### src/rtl/fusion_pkg.sv
// Shared definitions for the fusion product path: precision mode encodings,
// accumulator FSM states and the default accumulator width.
package fusion_pkg;

  localparam int unsigned ACC_W_DEFAULT = 24;

  localparam logic [1:0] MODE_8B   = 2'b00;
  localparam logic [1:0] MODE_4B   = 2'b01;
  localparam logic [1:0] MODE_2B   = 2'b10;
  localparam logic [1:0] MODE_RSVD = 2'b11;

  typedef enum logic [1:0] {
    ST_IDLE  = 2'b00,
    ST_ACCUM = 2'b01,
    ST_HOLD  = 2'b10
  } state_t;

endpackage

### src/rtl/fusion_lane_extract.sv
// Splits a fusion_unit product word into four lanes according to the precision
// mode, sign- or zero-extending each lane to the accumulator width.
module fusion_lane_extract
  import fusion_pkg::*;
#(
  parameter int unsigned ACC_W = ACC_W_DEFAULT
) (
  input  logic [15:0]            product,
  input  logic [1:0]             mode,
  input  logic                   sgn,
  output logic [3:0][ACC_W-1:0]  lanes
);

  always_comb begin
    lanes = '0;
    case (mode)
      MODE_4B: begin
        lanes[0] = {{(ACC_W-8){sgn & product[7]}},  product[7:0]};
        lanes[1] = {{(ACC_W-8){sgn & product[15]}}, product[15:8]};
      end
      MODE_2B: begin
        for (int unsigned k = 0; k < 4; k++) begin
          lanes[k] = {{(ACC_W-4){sgn & product[4*k+3]}}, product[4*k +: 4]};
        end
      end
      // Reserved mode extracts as 8x8; the error flag is raised by the accumulator.
      default: begin
        lanes[0] = {{(ACC_W-16){sgn & product[15]}}, product};
      end
    endcase
  end

endmodule

### src/rtl/fusion_accumulator.sv
// Per-lane dot-product accumulator downstream of fusion_unit: accumulates a
// burst of product beats and presents the four lanes on a valid/ready output.
module fusion_accumulator
  import fusion_pkg::*;
#(
  parameter int unsigned ACC_W  = ACC_W_DEFAULT,
  parameter int unsigned PROD_W = 16
) (
  input  logic                 clk,
  input  logic                 nrst,
  input  logic                 in_valid,
  output logic                 in_ready,
  input  logic [PROD_W-1:0]    product,
  input  logic [1:0]           mode,
  input  logic                 sx,
  input  logic                 sy,
  input  logic                 in_last,
  output logic                 out_valid,
  input  logic                 out_ready,
  output logic [4*ACC_W-1:0]   acc_out,
  output logic [1:0]           out_mode,
  output logic [15:0]          beat_cnt,
  output logic                 mode_err
);

  state_t                 state;
  state_t                 state_next;
  logic                   accept;
  logic [1:0]             mode_q;
  logic                   sgn_q;
  logic [1:0]             ext_mode;
  logic                   ext_sgn;
  logic [3:0][ACC_W-1:0]  lanes;
  logic [3:0][ACC_W-1:0]  acc;

  assign accept = in_valid & in_ready;

  // First beat of a burst extracts with its own mode/sign; later beats use the latched ones.
  assign ext_mode = (state == ST_IDLE) ? mode : mode_q;
  assign ext_sgn  = (state == ST_IDLE) ? (sx | sy) : sgn_q;

  fusion_lane_extract #(
    .ACC_W (ACC_W)
  ) u_extract (
    .product (product),
    .mode    (ext_mode),
    .sgn     (ext_sgn),
    .lanes   (lanes)
  );

  always_ff @(posedge clk or negedge nrst) begin
    if (!nrst) begin
      state <= ST_IDLE;
    end else begin
      state <= state_next;
    end
  end

  always_comb begin
    state_next = state;
    case (state)
      ST_IDLE, ST_ACCUM: begin
        if (accept) begin
          state_next = in_last ? ST_HOLD : ST_ACCUM;
        end
      end
      ST_HOLD: begin
        if (out_valid && out_ready) begin
          state_next = ST_IDLE;
        end
      end
      default: state_next = ST_IDLE;
    endcase
  end

  always_comb begin
    in_ready = (state != ST_HOLD);
  end

  always_ff @(posedge clk or negedge nrst) begin
    if (!nrst) begin
      acc       <= '0;
      mode_q    <= MODE_8B;
      sgn_q     <= 1'b0;
      beat_cnt  <= '0;
      mode_err  <= 1'b0;
      out_valid <= 1'b0;
    end else begin
      out_valid <= (state_next == ST_HOLD);
      if (accept) begin
        if (state == ST_IDLE) begin
          acc      <= lanes;
          mode_q   <= mode;
          sgn_q    <= sx | sy;
          beat_cnt <= 16'd1;
          mode_err <= (mode == MODE_RSVD);
        end else begin
          for (int unsigned k = 0; k < 4; k++) begin
            acc[k] <= acc[k] + lanes[k];
          end
          if (beat_cnt != '1) begin
            beat_cnt <= beat_cnt + 16'd1;
          end
          if (mode != mode_q) begin
            mode_err <= 1'b1;
          end
        end
      end
    end
  end

  assign acc_out  = acc;
  assign out_mode = mode_q;

endmodule

### config.mk
export PLATFORM = sky130hd
export DESIGN_NAME = fusion_accumulator
export DESIGN_NICKNAME = d
export VERILOG_FILES = /design/src/rtl/fusion_pkg.sv /design/src/rtl/fusion_lane_extract.sv /design/src/rtl/fusion_accumulator.sv
export SDC_FILE = /design/constraint.sdc
export NUM_CORES = 1
export LEC_CHECK = 0
export CAP_MARGIN = 20
export CORE_MARGIN = 3
export CORE_UTILIZATION = 47
export CTS_BUF_LIST = sky130_fd_sc_hd__clkbuf_8
export CTS_CLUSTER_DIAMETER = 50
export DETAILED_ROUTE_END_ITERATION = 7
export MAX_ROUTING_LAYER = met4
export PLACE_DENSITY = 0.74
export SETUP_SLACK_MARGIN = 0.5
export SLEW_MARGIN = 20
export SYNTH_ARGS = -nofsm -noshare
export SYNTH_HDL_FRONTEND = slang
export SYNTH_SLANG_ARGS = --single-unit
export TNS_END_PERCENT = 20
### constraint.sdc
create_clock -name clk -period 5.6 [get_ports clk]
set_clock_uncertainty 0.1 [all_clocks]
set_input_delay 1.12 -clock clk [delete_from_list [all_inputs] [get_ports clk]]
set_output_delay 1.12 -clock clk [all_outputs]
set_load 0.1 [all_outputs]
=== Word-level counts from Yosys, hierarchy flattened ===
Cells that the tools add are included.

* Output and inout port bits: 117
* Bits in latches: 0
* Memories kept: 0
* Logic and storage cells: 51
* Bits in writable memories: 0
* Flip-flop bits (word level): 119
* Bits in read-only memories: 0

* Eq/ne operators: 9
* Order comparisons: 0
* Bitwise logic cells: 6
* Shifts and indexed selects: 0
* Reductions and logical operators: 7
* $add $sub $neg: 5
* Multiply operators: 0
* Multiplexer cells: 14
* Div/mod/pow operators: 0

{| class="wikitable"
|+ Operators with widths
! operator !! number
|-
| 24-bit adder || 4
|-
| 96-bit two-way mux || 1
|-
| 24-bit case mux with 2 select lines || 2
|-
| 48-bit two-way mux || 1
|-
| 16-bit two-way mux || 2
|-
| 16-bit by 1-bit adder with 16-bit output, second input constant || 1
|-
| 16-bit inequality test, second input constant || 1
|-
| 2-bit == test, second input constant || 4
|-
| 2-bit two-way mux || 4
|-
| 1-bit bitwise AND || 5
|-
| 2-bit by 1-bit == test with 1-bit output, second input constant || 2
|-
| 2-bit case mux with 2 select lines || 1
|-
| 2-bit AND reduction || 2
|-
| 2-bit nonzero test || 2
|-
| 1-bit two-way mux || 3
|-
| 2-bit logical NOT || 1
|-
| 2-bit inequality test || 1
|-
| 2-bit inequality test, second input constant || 1
|-
| 2-bit OR reduction || 1
|-
| 1-bit logical AND || 1
|-
| 1-bit OR || 1
|}

=== Longest topological paths before layout ===
Gate-level depths: netlist (run 1).

* Depth after elaboration: 6
* Depth in mapped cells: 24
* Gate-level depth less buffers: 19

=== By module ===
A second synthesis (run 1) with hierarchy kept.

* Cell total of the unflattened synthesis: 1344
* Area, all modules: 10633.9 µm²

{| class="wikitable"
|+ By module, submodules not included
! module !! instances !! sequential area each (µm²) !! area each (µm²) !! cells an instance
|-
| fusion_accumulator || 1 || 2977.9 || 9763.1 || 1212
|-
| fusion_lane_extract || 1 || 0.0 || 870.8 || 132
|}

=== Worst setup path before layout (run 1) ===
Ideal clock, no wire load.

* Kind: reg2reg
* Start point: reg state[1]
* End point: reg acc (netlist bit acc_out[47])
* Arrival time: 4.890 ns
* Required time: 5.380 ns
* Setup time: 0.120 ns
* Slack: 0.491 ns
* Cell stages (with the launch flop): 24
* Cell sequence: dfrtp_1 > buf_2 > or2_0 > clkbuf_1 > clkbuf_1 > clkbuf_1 > nand2_1 > and2_1 > inv_1 > ha_1 > clkbuf_1 > nand2_1 > a211o_1 > inv_1 > ha_1 > buf_4 > a21o_1 > a31oi_4 > o211ai_2 > a311oi_2 > o31ai_4 > a21o_1 > a211o_1 > and3_1

* Longest elaborated chain between the ends: 6
* Elaborated cells between the ends (all ways): 12
* Those cells by class: add/sub (1); eq/ne (3); mux (4); bitwise (3); reduce/logical (1)

{| class="wikitable"
|+ RTL lines
! element !! line !! source
|-
| start, declared || fusion_accumulator.sv:26 || <nowiki>state_t state;</nowiki>
|-
| start signal, assigned || fusion_accumulator.sv:55 || <nowiki>state <= state_next;</nowiki>
|-
| 2-bit logical NOT * || fusion_accumulator.sv:39 || <nowiki>assign ext_mode = (state == ST_IDLE) ? mode : mode_q;</nowiki>
|-
| 2-bit two-way mux * || - ||
|-
| net ext_mode[0] || fusion_accumulator.sv:31 || <nowiki>logic [1:0] ext_mode;</nowiki>
|-
| 2-bit == test / 2-bit by 1-bit == test with 1-bit output (equally long branches) || fusion_lane_extract.sv:16 || <nowiki>case (mode)</nowiki>
|-
| 24-bit case mux with 2 select lines * || fusion_lane_extract.sv:16 ||
|-
| 24-bit adder || fusion_accumulator.sv:99 || <nowiki>acc[k] <= acc[k] + lanes[k];</nowiki>
|-
| 96-bit two-way mux * || fusion_accumulator.sv:91 || <nowiki>if (state == ST_IDLE) begin</nowiki>
|-
| end signal, assigned || fusion_accumulator.sv:92 || <nowiki>acc <= lanes;</nowiki>
|-
| end signal, assigned by index || fusion_accumulator.sv:99 ||
|-
| end, declared || fusion_accumulator.sv:34 || <nowiki>logic [3:0][ACC_W-1:0] acc;</nowiki>
|}

The timed path passes the listed nets; every way through them passes the cells marked *.
A chain may end at the register's enable or synchronous reset.

=== Worst setup path in the final report (run 1) ===
* Start point: in mode[0]
* End point: reg acc (netlist bit acc_out[22])

* Longest elaborated chain between the ends: 5
* Elaborated cells between the ends (all ways): 6
* Those cells by class: add/sub (1); eq/ne (2); mux (3)

{| class="wikitable"
|+ RTL lines
! element !! line !! source
|-
| start, declared || fusion_accumulator.sv:14 || <nowiki>input logic [1:0] mode,</nowiki>
|-
| 2-bit two-way mux * || - ||
|-
| 2-bit == test / 2-bit by 1-bit == test with 1-bit output (equally long branches) || fusion_lane_extract.sv:16 ||
|-
| 24-bit case mux with 2 select lines * || fusion_lane_extract.sv:16 ||
|-
| 24-bit adder || fusion_accumulator.sv:99 ||
|-
| 96-bit two-way mux * || fusion_accumulator.sv:91 ||
|}

Mark *: on every way between the ends. The rest lies on a longest branch, timed or not.

==> results of run 1 <==
[synth_stat cells, types with 9 or more instances]
master,n,area (sq um)
ha_1,95,1190
dfrtp_1,119,2980
nand3_1,25,125
o22ai_1,9,56.3
nor2b_1,12,75.1
and3_1,9,56.3
and2_1,14,87.6
clkbuf_1,35,131
nand2_1,134,503
buf_1,9,33.8
o21bai_1,11,82.6
a31oi_1,20,125
o21ai_1,13,65.1
xnor2_1,45,394
a21oi_1,162,811
a211oi_1,17,128
o21ai_0,73,365
xor2_1,39,342
nor2_1,159,597
inv_1,34,128
a21o_1,44,330
nor3_1,20,100
[area by class of cell]
class	count	area (sq um)
diodes	2	5.00
clock buffers	18	248
clock inverters	13	181
fillers	1838	8350
inverters	34	135
multi-input cells	1026	6600
flip-flops and latches	119	2980
well taps	270	338
repair buffers	165	1590
[what timing repair did]
| action | CTS | global route |
|---|---|---|
| setup endpoints to repair | 0 | 11 |
| resized for setup | 0 | 2 |
| buffers inserted | 0 | 2 |
[worst max path at each step]
stage                       end  slack [ns]  cells after the start
floorplan           acc_out[47]        0.63                     23
global placement    acc_out[47]        0.23                     17
detailed placement  acc_out[23]        0.13                     18
CTS                 acc_out[71]        0.58                     18
global route        acc_out[71]        0.33                     18
finish              acc_out[22]        0.59                     16
[layer usage]
metal  share of wire  wire length [um]
met5               0                 0
met4           0.031               856
met3           0.050              1360
met2            0.46             12500
met1            0.46             12600
[cell families after synthesis]
family                     count (synthesis)
AOI/OAI and AO/OA                        410
muxes                                     14
and+or+nand+nor                          419
adders and majority gates                 99
xor gates and xnor gates                  84
DFF                                      119
buffers and inverters                     82
[worst reg2reg max path, cell delays in order (launching register included)]
cell and delay, ns:
dfrtp_1 0.37, or2_2 0.44, mux2i_1 0.29, inv_1 0.07, ha_1 0.41, nor3_1 0.58
a21o_1 0.17, ha_1 0.28, a21o_1 0.22, a21o_1 0.17, a21o_1 0.20, a311o_1 0.39
a31oi_4 0.22, o31ai_1 0.12, a31oi_1 0.24, mux2i_1 0.22, o21ai_1 0.07
[metrics by stage]
step,worst slack (ns),hold WS (ns)
4_1_cts,0.577,0.427
3_3_place_gp,0.231,0.393
2_1_floorplan,0.630,0.391
5_1_grt,0.331,0.450
6_report,0.587,0.420
3_5_place_dp,0.126,0.407
[registers in the layout, summed over array words and instances, names as in the netlist]
name	flops
out_valid	1
state	2
mode_err	1
out_mode	2
sgn_q	1
acc_out	96
beat_cnt	16
==> run_results.csv, run 1 <==
group,metric,value,unit
timing,tightest_slew,1.05,ns
cts,clk_pin_slew_worst_paths,0.08,ns
yosys,avgSynthCellArea,8.05,sq um
critical_path,end_kind,"flip-flop",
yosys,ys_seq_area_frac,0.301,
timing,hold_viol,0,
yosys,synth_cell_type_count,74,
route,first_iter_violations,616,
critical_path,worstRegToRegCells,16,
cts,cts_root_buf,"clkbuf_8",
yosys,synth-seq-cells,119,
hold_path,min_path_type,"reg -> reg",
cts,holdBufCountCts,0,
critical_path,crit_path_start_kind,"input port",
layout,drive_gt1_frac,0.0647,
route,ant_nets,0,
layout,final_util,0.591,
layout,most-common-layout-cells,"161 x a21oi_1, 158 x nor2_1, 140 x clkdlybuf4s50_1, 133 x nand2_1, 119 x dfrtp_1",
critical_path,arrival,5.24,ns
yosys,netlist_area,0.00988,sq mm
critical_path,crit_type,"in -> reg",
critical_path,crit_slowest_cell,"nor3_1",
layout,final_cells,1647,
layout,nets,1487,
yosys,syn_nets,1351,
timing,relSlewSlack,0.296,
hold_path,whs_endpoint,"acc_out[74]",
critical_path,reg2reg_from,"state[0]",
timing,rsz0062_at_grt,"yes",
layout,final_common_cell,"a21oi_1",
critical_path,max_stage_delay,0.58,ns
timing,setup_viol,0,
run,maxCapViolCount,0,
placed_design,dpl.cell_count,1612,
grt,use_met2,0.386,
grt,grt_overflow,0,
route,via_per_inst,5.75,
die,coreArea,0.0204,sq mm
die,die-area,0.0228,sq mm
grt,met1_usage,0.329,
yosys,synth_xor_area_frac,0.0744,
placed_design,dp_hpwl,20300,um
yosys,synth_flop_cell,"dfrtp_1",
die,ios,142,
critical_path,crit_fanout,11,
grt,grt_use_met3,0.0374,
critical_path,r2r-end,"acc_out[22]",
critical_path,critPathLaunch,"mode[0]",
critical_path,crit_chain,"clkdlybuf4s50_1 > nand2_1 > and2_1 > ha_1 > nor3_1 > a21o_1 > ha_1 > a21o_1 > a21o_1 > a21o_1 > a311o_1 > a31oi_4 > o31ai_1 > a31oi_1 > mux2i_1 > o21ai_1",
critical_path,critical_path.top_delay_family,"compound AO/OA/AOI/OAI gates",
yosys,yosys.area_share.simple,0.190,
route,wl_per_cell,16.6,um
cts,clk-insertion-delay-late,0.45,ns
route,num_vias,9466,
die,die_h,151,um
cts,clk_path_buf_depth,2,
timing,fin_crit,5.01,ns
cts,cts_made_buffers,17,
timing,slew_violations,0,
critical_path,worst_path_most_repeated_cell,"a21o_1",
grt,grt_pass1_vias,9020,
die,die_w,151,um
critical_path,r2r_setup_slack,0.91,ns
layout,area_delta_synth_final,22.2,%
hold_path,min_from,"acc_out[74]",
critical_path,cp_num_buf_inv,1,
yosys,synthArstFlopShare,1.00,
cts,clock-sinks,119,
yosys,synth_top_family_by_area,"compound AO/OA/AOI/OAI gates",
grt,antenna_found_initial,2,
timing,timing.final.crit_share,0.895,
yosys,synth_mux_area_frac,0.0151,
outcome,status,"complete, no violations",
route,drt_wl_total,27300,um
yosys,ys_warn_count,0,
cts,cts_tree,"built",
critical_path,crit_required,5.83,ns
layout,postLayoutCellArea,0.0121,sq mm
route,firstDrtPassIters,5,
yosys,synth_edf_count,0,
placed_design,io_buffers,141,
die,rows,52,
grt,busiest_layer,"met2",
timing,fmax,199,MHz
cts,cts_max_level,4,
grt,grt_max_degree,66,
timing,tns,0,ns
grt,groute.usage.overall,0.248,
placed_design,placed_cell_area,0.0116,sq mm
grt,grt_pass1_wl,44600,um
yosys,synthAdderAreaFrac,0.128,
die,start_util,0.484,
hold_path,hold_depth,2,
yosys,synth_cells,1227,
route,drc_errors,0,
yosys,synth-compound-area-share,0.259,
placed_design,globalplace.congestion,0.972,
Power of run 1 is not shown: default switching activity piles up to over one toggle a cycle in this logic, so the estimate is an artifact.
==> run 2: changes to the inputs <==
- CTS_BUF_LIST: sky130_fd_sc_hd__clkbuf_8 -> sky130_fd_sc_hd__clkbuf_4
==> run_results.csv, run 2 (same netlist as run 1, synthesis figures left out) <==
group,metric,value,unit
critical_path,end_kind,"flip-flop",
timing,setup_viol,0,
layout,area_delta_synth_final,21.1,%
die,rows,52,
route,firstDrtPassIters,5,
critical_path,arrival,5.28,ns
run,maxCapViolCount,0,
die,die-area,0.0228,sq mm
critical_path,critical_path.top_delay_family,"compound AO/OA/AOI/OAI gates",
route,first_iter_violations,641,
critical_path,crit_end,"acc_out[47]",
timing,slew_violations,0,
cts,clk_path_buf_depth,2,
die,start_util,0.484,
placed_design,globalplace.congestion,0.972,
critical_path,crit_required,5.96,ns
timing,fin_crit,4.92,ns
cts,cts_made_buffers,17,
route,drt_wl_total,27400,um
timing,tightest_slew,1.05,ns
critical_path,reg2reg_from,"state[0]",
die,ios,142,
timing,fmax,203,MHz
outcome,status,"complete, no violations",
timing,rsz0062_at_grt,"yes",
timing,relSlewSlack,0.297,
critical_path,cp.depth,17,
layout,final_common_cell,"a21oi_1",
hold_path,min_path_type,"reg -> reg",
critical_path,worstRegToRegCells,17,
critical_path,crit_type,"in -> reg",
die,die_w,151,um
grt,groute.usage.overall,0.249,
grt,grt_overflow,0,
cts,cts_tree,"built",
critical_path,r2r-end,"acc_out[47]",
route,via_per_inst,5.73,
timing,tns,0,ns
grt,antenna_found_initial,3,
layout,largest_reg_flops,96,
cts,cts_max_level,4,
placed_design,io_buffers,141,
critical_path,crit_fanout,13,
critical_path,crit_chain,"clkdlybuf4s50_1 > nand2_1 > and2_1 > ha_1 > buf_4 > nand2_1 > a211o_1 > clkinvlp_4 > ha_1 > and4_1 > nand3_1 > o211ai_2 > a311oi_2 > o31ai_4 > a211oi_1 > a211o_1 > and3_1",
route,ant_nets,0,
timing,hold_viol,0,
critical_path,cp_num_buf_inv,3,
critical_path,crit_path_start_kind,"input port",
timing,timing.final.crit_share,0.878,
die,coreArea,0.0204,sq mm
die,die_h,151,um
critical_path,crit_slowest_cell,"clkdlybuf4s50_1",
layout,drive_gt1_frac,0.0647,
layout,nets,1487,
route,drc_errors,0,
layout,most-common-layout-cells,"161 x a21oi_1, 158 x nor2_1, 140 x clkdlybuf4s50_1, 133 x nand2_1, 119 x dfrtp_1",
critical_path,critPathLaunch,"mode[0]",
critical_path,max_stage_delay,0.57,ns
placed_design,dp_hpwl,20300,um
grt,grt_pass1_wl,44700,um
critical_path,r2r_setup_slack,0.89,ns
grt,grt_pass1_vias,9039,
cts,holdBufCountCts,0,
cts,cts_root_buf,"clkbuf_4",
route,num_vias,9439,
cts,clock-sinks,119,
route,wl_per_cell,16.6,um
cts,clk_pin_slew_worst_paths,0.12,ns
grt,grt_max_degree,66,
cts,clk-insertion-delay-late,0.56,ns
==> run 2: changes by cell type in the layout (fill, tap and decap cells not counted) <==
cell      before  now
clkbuf_8      18    0
clkinv_1       0    1
inv_1         33   32
diode_2        2    3
clkbuf_4       0   18
==> run 2: worst min-delay path, stage by stage (launching register included) <==
cell and delay (ns):
dfrtp_1 0.39, nand2_1 0.05, o21ai_0 0.06
==> run 2: worst min-delay path by stage <==
stage,from,to,slack (ns),cells past startpoint
final,acc_out[74],acc_out[74],0.43,2
after CTS,acc_out[74],acc_out[74],0.44,2
after global routing,acc_out[72],acc_out[72],0.46,2
after global placement,acc_out[72],acc_out[72],0.39,2
after floorplan,sgn_q,sgn_q,0.39,2
after detailed placement,acc_out[3],acc_out[3],0.41,2
==> run 2: final cells by class <==
cell class	instances	area, sq um
clock inverters	13	181
multi-input cells	1026	6600
inverters	34	135
repair buffers	165	1590
flip-flops and latches	119	2980
fillers	1845	8460
well taps	270	338
clock buffers	18	135
diodes	3	7.51
==> run 2: what timing repair did <==
action                                  4_1_cts  5_1_grt
resized for setup                             0        2
endpoints found under the setup margin        0        3
setup buffers                                 0        2
==> run 2: per-stage QoR <==
step	utilization	std cells	worst slack, ns	instance area (sq um)	hold slack, ns
2_1_floorplan	-	1227	0.630	9890	0.391
3_3_place_gp	0.569	1612	0.231	11600	0.393
3_5_place_dp	0.569	1612	0.126	11600	0.407
4_1_cts	0.584	1643	0.697	11900	0.437
5_1_grt	0.586	1648	0.454	12000	0.458
6_report	0.586	1648	0.682	12000	0.427
==> run 2: layer usage <==
layer	vias up	GRT usage	share of wire
li1	4707	-	-
met1	4391	0.329	0.46
met2	279	0.387	0.46
met3	62	0.0380	0.053
met4	0	0.0966	0.031
met5	-	-	0
Power of run 2 is left out for the same reason.
==> run 3: changes to the inputs <==
- ABC_CLOCK_PERIOD_IN_PS: default -> 5600
- HOLD_SLACK_MARGIN: default -> 0.06
- SETUP_SLACK_MARGIN: 0.5 -> default
==> run_results.csv, run 3 (same netlist as run 1, synthesis figures left out) <==
group,metric,value,unit
timing,relSlewSlack,0.297,
grt,groute.usage.overall,0.252,
route,via_per_inst,5.75,
grt,grt_pass1_wl,45200,um
run,maxCapViolCount,0,
die,coreArea,0.0204,sq mm
critical_path,crit_fanout,11,
grt,grt_overflow,0,
cts,holdBufCountCts,0,
layout,largest_reg_flops,96,
timing,fin_crit,4.81,ns
timing,rsz0062_at_grt,"no",
die,die-area,0.0228,sq mm
critical_path,critical_path.top_delay_family,"simple AND/OR/NAND/NOR gates",
route,first_iter_violations,510,
critical_path,crit_chain,"clkdlybuf4s50_1 > nand2_1 > and2_1 > ha_1 > nand2_1 > nand2_1 > a21oi_1 > a21oi_1 > ha_1 > and4_1 > and3_1 > o21ai_1 > nand3_1 > a2111oi_2 > o21ai_1 > o211a_1 > nor3_1 > nand2_1",
cts,cts_root_buf,"clkbuf_4",
die,start_util,0.484,
layout,most-common-layout-cells,"162 x a21oi_1, 158 x nor2_1, 140 x clkdlybuf4s50_1, 133 x nand2_1, 119 x dfrtp_1",
layout,area_delta_synth_final,21.0,%
critical_path,max_stage_delay,0.55,ns
die,die_w,151,um
route,wl_per_cell,16.8,um
route,ant_nets,0,
critical_path,reg2reg_from,"state[0]",
timing,timing.final.crit_share,0.859,
timing,slew_violations,0,
die,ios,142,
cts,postCtsSetupBuffers,0,
critical_path,cp_num_buf_inv,1,
die,rows,52,
layout,drive_gt1_frac,0.0612,
die,die_h,151,um
route,drt_wl_total,27700,um
critical_path,critPathLaunch,"mode[0]",
critical_path,worst_path_most_repeated_cell,"nand2_1",
route,firstDrtPassIters,7,
timing,tns,0,ns
timing,hold_viol,0,
timing,setup_viol,0,
route,num_vias,9457,
placed_design,io_buffers,141,
timing,tightest_slew,1.05,ns
critical_path,crit_required,5.92,ns
outcome,status,"complete, no violations",
critical_path,end_kind,"flip-flop",
route,drc_errors,0,
critical_path,crit_slowest_cell,"clkdlybuf4s50_1",
cts,clk_path_buf_depth,2,
grt,antenna_found_initial,1,
layout,final_common_cell,"a21oi_1",
placed_design,dpl.cell_count,1611,
cts,clock-sinks,119,
cts,cts_made_buffers,17,
cts,cts_tree,"built",
critical_path,crit_path_start_kind,"input port",
critical_path,crit_type,"in -> reg",
timing,fmax,208,MHz
cts,clk_pin_slew_worst_paths,0.12,ns
cts,clk-insertion-delay-late,0.56,ns
cts,post_cts_resized,0,
grt,grt_max_degree,58,
layout,final_cells,1644,
layout,fillCellCount,1934,
critical_path,arrival,5.13,ns
hold_path,min_path_type,"in -> async",
placed_design,dp_hpwl,20500,um
layout,nets,1484,
placed_design,globalplace.congestion,0.916,
grt,grt_pass1_vias,8921,
cts,cts_max_level,4,
run 3: cell types whose count changed in the layout (fill, tap and decap cells not counted), sizes merged:
| cell | before | now |
|---|---|---|
| diode | 3 | 1 |
| clkinv | 8 | 6 |
| buf | 25 | 22 |
| bufinv | 4 | 5 |
| clkinvlp | 3 | 2 |
| inv | 32 | 35 |
run 3: cell type report:
type	count	area, sq um	area share
tap	270	338	0.0283
multi-input combinational	1026	6600	0.552
antenna	1	2.50	0.000209
timing repair buffer	162	1570	0.131
inverter	34	128	0.0107
clock buffer	18	135	0.0113
sequential	119	2980	0.249
clock inverter	14	205	0.0172
run 3: final timing paths:
path / endpoint / slack (ns) / cells past startpoint
max in group asynchronous: acc_out[32] / 3.90 / 2
worst max register to register: acc_out[23] / 0.88 / 17
worst max-delay path: acc_out[23] / 0.79 / 18
worst min-delay path: acc_out[85] / 0.41 / 1
min in group clk: acc_out[74] / 0.43 / 2
worst min register to register: acc_out[74] / 0.43 / 2
run 3: routing by layer:
metal  track usage  wire, um  vias up
met4        0.0617       420        0
met1         0.342     12900     4482
li1              -         -     4691
met3        0.0368      1310       32
met2         0.400     13100      252
met5             -         0        -
run 3: through the flow:
stage	utilization	hold slack (ns)	setup slack [ns]	cell area, sq um
after detailed placement	0.568	0.403	0.271	11600
after global placement	0.568	0.399	0.293	11600
after CTS	0.585	0.398	0.860	12000
final	0.585	0.414	0.789	12000
after global routing	0.585	0.401	0.514	12000
after floorplan	-	0.391	0.491	9880
Power of run 3 is left out for the same reason.
